File: src/rtl/ifetch_unit_pkg.sv
// Shared definitions for the instruction fetch unit: FSM encoding, reset PC and the NOP word.
package ifetch_unit_pkg;

  typedef enum logic [2:0] {
    IDLE = 3'd0,
    REQ  = 3'd1,
    WAIT = 3'd2,
    EXEC = 3'd3,
    HALT = 3'd4
  } state_t;

  localparam logic [31:0] DEFAULT_RESET_PC = 32'h0000_0000;
  localparam logic [31:0] NOP              = 32'h0000_0013;

endpackage

File: src/rtl/ifetch_unit_branch_compare.sv
// Branch condition evaluation: OR of every asserted branch flag whose comparison holds.
module branch_compare (
  input  logic [31:0] rs1,
  input  logic [31:0] rs2,
  input  logic        Branch,
  input  logic        nBranch,
  input  logic        Branch_lt,
  input  logic        Branch_ge,
  input  logic        Branch_ltu,
  input  logic        Branch_geu,
  output logic        taken
);

  logic eq;
  logic lt_s;
  logic lt_u;

  assign eq   = (rs1 == rs2);
  assign lt_s = ($signed(rs1) < $signed(rs2));
  assign lt_u = (rs1 < rs2);

  assign taken = (Branch     &  eq)   |
                 (nBranch    & ~eq)   |
                 (Branch_lt  &  lt_s) |
                 (Branch_ge  & ~lt_s) |
                 (Branch_ltu &  lt_u) |
                 (Branch_geu & ~lt_u);

endmodule

File: src/rtl/ifetch_unit.sv
// Instruction fetch: PC register plus a request/wait/execute FSM towards instruction memory.
// A misaligned next PC halts fetch until reset.
module ifetch_unit
  import ifetch_unit_pkg::*;
#(
  parameter logic [31:0] RESET_PC = DEFAULT_RESET_PC
) (
  input  logic        clk,
  input  logic        rst,
  output logic        imem_req,
  output logic [31:0] imem_addr,
  input  logic        imem_rvalid,
  input  logic [31:0] imem_rdata,
  output logic [31:0] Instruction,
  output logic        instr_valid,
  output logic [31:0] pc,
  output logic [31:0] pc_plus4,
  input  logic        Branch,
  input  logic        nBranch,
  input  logic        Branch_lt,
  input  logic        Branch_ge,
  input  logic        Branch_ltu,
  input  logic        Branch_geu,
  input  logic        Jal,
  input  logic        Jr,
  input  logic [31:0] rs1_data,
  input  logic [31:0] rs2_data,
  input  logic [31:0] Addr_result,
  input  logic [31:0] jr_target,
  input  logic        stall,
  output logic        misalign_err
);

  state_t      state;
  logic        taken;
  logic [31:0] next_pc;

  assign imem_addr = pc;
  assign pc_plus4  = pc + 32'd4;

  branch_compare u_branch_compare (
    .rs1        (rs1_data),
    .rs2        (rs2_data),
    .Branch     (Branch),
    .nBranch    (nBranch),
    .Branch_lt  (Branch_lt),
    .Branch_ge  (Branch_ge),
    .Branch_ltu (Branch_ltu),
    .Branch_geu (Branch_geu),
    .taken      (taken)
  );

  // jalr clears bit 0 of its target before the alignment check
  always_comb begin
    next_pc = pc_plus4;
    if (Jr)
      next_pc = {jr_target[31:1], 1'b0};
    else if (Jal || taken)
      next_pc = Addr_result;
  end

  always_ff @(posedge clk or posedge rst) begin
    if (rst) begin
      state        <= IDLE;
      pc           <= RESET_PC;
      Instruction  <= NOP;
      misalign_err <= 1'b0;
      imem_req     <= 1'b0;
      instr_valid  <= 1'b0;
    end else begin
      imem_req    <= 1'b0;
      instr_valid <= 1'b0;
      case (state)
        IDLE: begin
          state    <= REQ;
          imem_req <= 1'b1;
        end
        REQ: state <= WAIT;
        WAIT: begin
          if (imem_rvalid) begin
            Instruction <= imem_rdata;
            instr_valid <= 1'b1;
            state       <= EXEC;
          end
        end
        EXEC: begin
          if (stall) begin
            instr_valid <= 1'b1;
          end else if (next_pc[1:0] != 2'b00) begin
            misalign_err <= 1'b1;
            state        <= HALT;
          end else begin
            pc       <= next_pc;
            imem_req <= 1'b1;
            state    <= REQ;
          end
        end
        HALT: state <= HALT;
        default: state <= IDLE;
      endcase
    end
  end

endmodule

File: config.mk
export PLATFORM = sky130hd
export DESIGN_NAME = ifetch_unit
export DESIGN_NICKNAME = d
export VERILOG_FILES = /design/src/rtl/ifetch_unit_pkg.sv /design/src/rtl/ifetch_unit_branch_compare.sv /design/src/rtl/ifetch_unit.sv
export SDC_FILE = /design/constraint.sdc
export NUM_CORES = 1
export LEC_CHECK = 0
export CAP_MARGIN = 0
export CELL_PAD_IN_SITES_DETAIL_PLACEMENT = 1
export CELL_PAD_IN_SITES_GLOBAL_PLACEMENT = 1
export CORE_AREA = 4 4 114 116
export DETAILED_ROUTE_END_ITERATION = 10
export DIE_AREA = 0 0 118 120
export DONT_BUFFER_PORTS = 1
export PLACE_DENSITY_LB_ADDON = 0.1
export SLEW_MARGIN = 0
export SYNTH_ARGS = -nofsm -noshare
export SYNTH_HDL_FRONTEND = slang
export SYNTH_SLANG_ARGS = --single-unit
File: constraint.sdc
create_clock -name clk -period 3.1 [get_ports clk]
set_input_delay 0.93 -clock clk [delete_from_list [all_inputs] [get_ports clk]]
set_output_delay 0.93 -clock clk [all_outputs]
set_load 0.01 [all_outputs]
Yosys cells after proc, flatten, opt, wreduce, memory -nomap -nowiden
Index checks and enable logic that the tools add are counted.
{"block": "word_totals", "regBits": 70, "out_inout_bits": 131, "wordCells": 51}
{"block": "classes", "addsub": 1, "order_cmp": 2, "eq_ne": 7, "muxes": 12, "bitwise": 16, "n_reduce_logical": 7}
{"op": "32-bit less-than comparator", "count": 2}
{"op": "32-bit two-way mux", "count": 2}
{"op": "32-bit by 3-bit adder with 32-bit output (second input constant)", "count": 1}
{"op": "32-bit equality test", "count": 1}
{"op": "3-bit case mux with 5 select lines", "count": 1}
{"op": "3-bit two-way mux", "count": 3}
{"op": "1-bit AND", "count": 6}
{"op": "3-bit by 2-bit equality test with 1-bit output (second input constant)", "count": 2}
{"op": "3-bit AND reduction", "count": 2}
{"op": "1-bit NOT", "count": 5}
{"op": "1-bit bitwise OR", "count": 5}
{"op": "1-bit two-way mux", "count": 4}
{"op": "2-bit != test (second input constant)", "count": 2}
{"op": "1-bit case mux with 2 select lines", "count": 2}
{"op": "2-bit AND reduction", "count": 2}
{"op": "3-bit by 1-bit equality test with 1-bit output (second input constant)", "count": 1}
{"op": "3-bit equality test (second input constant)", "count": 1}
{"op": "3-bit zero test", "count": 1}
{"op": "2-bit nonzero test", "count": 1}
{"op": "1-bit logical OR", "count": 1}

Logic depth before layout (Yosys ltp)
{"block": "depth", "ltp_word": 15, "depth_mapped": 13, "mapped_depth_nobuf": 11}

Cells and area by module
Synthesis repeated with hierarchy kept, for this count alone.
{"block": "unflattened", "hier_cells": 565, "hier_area_um2": 5141.2}
{"module": "ifetch_unit", "n_inst": 1, "cells_per_inst": 440, "area_each_um2": 4239.1}
{"module": "branch_compare", "n_inst": 1, "cells_per_inst": 125, "area_each_um2": 902.1}

Worst setup path before layout
Ideal clock, no wire load.
{"block": "synth_path", "kind": "input to register", "startpoint": "input port rs2_data[14]", "endpoint": "register pc[11], in the netlist imem_addr[11]", "setup_ns": 0.125, "t_arrival_ns": 3.710, "required_time_ns": 2.975, "path_slack_ns": -0.735, "cell_stages": 12, "n_path_buf": 1, "cell_sequence": "inv_1 ha_1 nand4_1 or4_1 nor3_1 mux2i_1 nor2_1 mux2_4 a32o_1 o21ai_4 buf_6 mux2_2"}
{"block": "synth_between", "elab_chain_len": 14}
{"element": "start: declaration", "line_no": "ifetch_unit.sv:27", "text": "input logic [31:0] rs2_data,"}
{"element": "branches (longest 7 deep; another with 32-bit less-than comparator)"}
{"element": "1-bit bitwise OR *", "line_no": "ifetch_unit_branch_compare.sv:26", "text": "(Branch_ltu & lt_u) |"}
{"element": "1-bit logical OR *", "line_no": "ifetch_unit.sv:58", "text": "else if (Jal || taken)"}
{"element": "32-bit two-way mux *", "line_no": "ifetch_unit.sv:58"}
{"element": "32-bit two-way mux *", "line_no": "ifetch_unit.sv:56", "text": "if (Jr)"}
{"element": "2-bit nonzero test", "line_no": "ifetch_unit.sv:89", "text": "end else if (next_pc[1:0] != 2'b00) begin"}
{"element": "1-bit NOT (no source line)"}
{"element": "3-bit AND reduction (no source line)"}
{"element": "end signal: assignment", "line_no": "ifetch_unit.sv:93", "text": "pc <= next_pc;"}
{"element": "end: declaration", "line_no": "ifetch_unit.sv:16", "text": "output logic [31:0] pc,"}
Every way passes the cells marked *.
A chain may end at the register's enable or synchronous reset.

Worst setup path in the final report
{"block": "layout_path", "startpoint": "input port rs2_data[7]", "endpoint": "register pc[26], in the netlist imem_addr[26]"}
The elaborated chain is that of the path after synthesis.

==> impl_metrics.env <==
export IMPL_dpl_instance_area_um2=5670
export IMPL_min_period_ns=3.58
export IMPL_hpwl_um=13200
export IMPL_path_class="input pin to flop"
export IMPL_cp_max_fo=6
export IMPL_vias=4256
export IMPL_p_per_area_nw_per_um2=810
export IMPL_pin_count=303
export IMPL_firstDrtPassIters=4
export IMPL_tns_ns=-14.38
export IMPL_numCtsBuffers=9
export IMPL_numPortBuffers=0
export IMPL_synth_cells=537
export IMPL_totalWireLength_um=17000
export IMPL_cpMaxStageDelayCell="or4_4"
export IMPL_antennaDiodeCount=0
export IMPL_place_congestion=0.765
export IMPL_holdCritPathClass="input pin to asynchronous set/reset pin"
export IMPL_ys_flop_type="dfrtp_1"
export IMPL_clk_latency_ns=0.33
export IMPL_power_mw=5.21
export IMPL_path_clk_slew_ns=0.06
export IMPL_regToRegSetupSlack_ns=0.45
export IMPL_seq_area_um2=1760
export IMPL_hold_buffers=0
export IMPL_arrival_ns=3.79
export IMPL_worst_r2r_endpoint="imem_addr[25]"
export IMPL_yosys_area_top_type="dfrtp_1"
export IMPL_vias_per_cell=5.85
export IMPL_syn_area_per_cell_um2=9.59
export IMPL_cp_start_kind="input pin"
export IMPL_ys_types=48
export IMPL_antenna_found_initial=0
export IMPL_pre_cts_slack_ns=-0.871
export IMPL_cts_tree="done"
export IMPL_cp_end_kind="flop"
export IMPL_violations="setup timing"
export IMPL_yosysMostFrequentCell="dfrtp_1"
export IMPL_netlist_top_cells_count="67 x dfrtp_1, 58 x mux2_2, 41 x nand2_1"
export IMPL_slew_viol_final=0
export IMPL_area_delta_synth_final_pct=24.9
export IMPL_p_leak_nw=2.95
export IMPL_overflow=0
export IMPL_start_util=0.432
export IMPL_utilization=0.540
export IMPL_dp_cells=696
export IMPL_synthArstFlopShare=1.00
export IMPL_yosys_warnings=0
export IMPL_die_area_um2=14200
export IMPL_rr_startpoint="imem_addr[4]"
export IMPL_r2r_cells=8
export IMPL_tightest_slew_ns=0.596
export IMPL_period_share=1.15
export IMPL_cp_top_family="multiplexers"
export IMPL_grt_max_degree=35
export IMPL_maxClockFrequency_mhz=279
export IMPL_final_setup_viol_count=38
export IMPL_clockBufferDepth=2
export IMPL_status="finished with violations"
export IMPL_gr_usage_all_layers=0.235
export IMPL_design_area_um2=6430
export IMPL_drv_cap=0
export IMPL_nNetsFinal=780
export IMPL_drtIter0Drc=137
export IMPL_crit_chain="inv_1, ha_1, nand2_1, or4_4, nor3_4, mux2i_2, nor2_2, mux2_4, a32o_2, o21ai_4, buf_12, clkbuf_16, mux2_2"
export IMPL_grt_pass1_vias=4813
export IMPL_crit_required_ns=3.31
export IMPL_fillCellCount=1305
export IMPL_grt_first_pass_wirelength_um=26500
export IMPL_holdWs_ns=0.514
export IMPL_synth_nets=742
export IMPL_wl_per_cell_um=23.4
export IMPL_fp_dieW_um=118
export IMPL_synth_seq_cells=70
export IMPL_worstPathBufferInverterCount=3
export IMPL_synthTopCellsByArea="dfrtp_1 33%, mux2_2 13%, ha_1 8.0%"
export IMPL_critPathMaxStageDelay_ns=0.54
export IMPL_synth_edf_count=0
export IMPL_final_cells=727
export IMPL_clkSinkCount=70
export IMPL_multi_input_area_um2=3280
export IMPL_layout_drive_gt1_share=0.376
export IMPL_htree_levels=3
export IMPL_drc_errors=0
export IMPL_row_count=40
export IMPL_antenna_left=0
export IMPL_finClkSkew_ns=0.00699
export IMPL_die_y_um=120
export IMPL_finalHoldViolations=0
export IMPL_ys_seq_area_frac=0.341
export IMPL_synthesis_area_um2=5150
export IMPL_clockRootBuffer="clkbuf_16"
export IMPL_max_slew_margin=0.600
export IMPL_layout_setup_ws_ns=-0.478
export IMPL_peakVddDrop_mv=0.421
export IMPL_core_um2=11900
export IMPL_rsz0062_at_grt="yes"
export IMPL_synth_top_area_share=0.326
[repair_timing]
action                                  CTS  global route
gates resized for setup                  25            40
gates cloned                              1             2
setup buffers                             7             8
endpoints found under the setup margin   44            47
pin swaps                                 7            14
[layout by cell type, fill, tap and decap left out, drive strengths merged, types with 2 or more instances in the layout]
cell type	count
mux2i	3
mux2	62
xnor2	17
a32o	2
o21a	2
nor3	8
a21oi	32
o31ai	16
nor2	21
dfrtp	67
nand4	5
o211a	4
dfstp	3
and3	6
and2	15
nand2b	3
inv	41
clkbuf	11
nand3	19
a311o	12
or3	3
o22ai	2
ha	33
a21o	2
xor2	11
o211ai	3
and4	12
buf	81
o21ai	22
nand2	42
a211oi	5
a21boi	2
clkinv	5
[final cells by class]
cell class                      count  share of cell area
Multi-Input combinational cell    371               0.510
Tap cell                          147              0.0286
Timing Repair Buffer               83               0.116
Clock buffer                        9              0.0350
Inverter                           40              0.0282
Clock inverter                      7             0.00876
Sequential cell                    70               0.273
[logic make-up (layout without fill, tap and decap cells)]
logic type / count (synthesis) / after routing / share of synthesized area
simple gates: 137 / 137 / 0.137
xor+xnor: 28 / 28 / 0.0476
fa+ha+maj: 33 / 33 / 0.0802
buf+inv: 96 / 139 / 0.104
compound gates: 108 / 108 / 0.145
mux: 65 / 65 / 0.145
flops: 70 / 70 / 0.341
[worst max-delay path by stage]
stage | start | endpoint | slack (ns) | depth (start not counted)
finish | rs2_data[7] | imem_addr[26] | -0.48 | 13
CTS | rs2_data[15] | imem_addr[28] | -0.45 | 14
floorplan | rs2_data[15] | imem_addr[11] | -0.65 | 12
detailed placement | rs2_data[15] | imem_addr[5] | -0.87 | 13
global placement | rs2_data[5] | imem_addr[4] | -0.79 | 13
global route | rs2_data[30] | imem_addr[27] | -0.59 | 13
[where the power goes]
part	total (mW)	switching, mW	internal [mW]	leakage, nW
Sequential	1.92	0.558	1.37	0.842
Combinational	2.32	1.22	1.11	1.97
Clock	0.959	0.410	0.549	0.136
Total	5.21	2.18	3.02	2.95
[metal layers]
| metal | routed length, um | global-route usage | vias up |
|---|---|---|---|
| met3 | 1360 | 0.0745 | 16 |
| met5 | 0 | 0.0221 | - |
| li1 | - | - | 1955 |
| met4 | 210 | 0.0571 | 0 |
| met2 | 8910 | 0.433 | 189 |
| met1 | 6530 | 0.261 | 2096 |
[registers in the layout (all words and copies together) (netlist names)]
register / cells
Instruction: 32
imem_addr: 32
imem_req: 1
instr_valid: 1
misalign_err: 1
state: 3
Power figures use the tool's default switching activity.
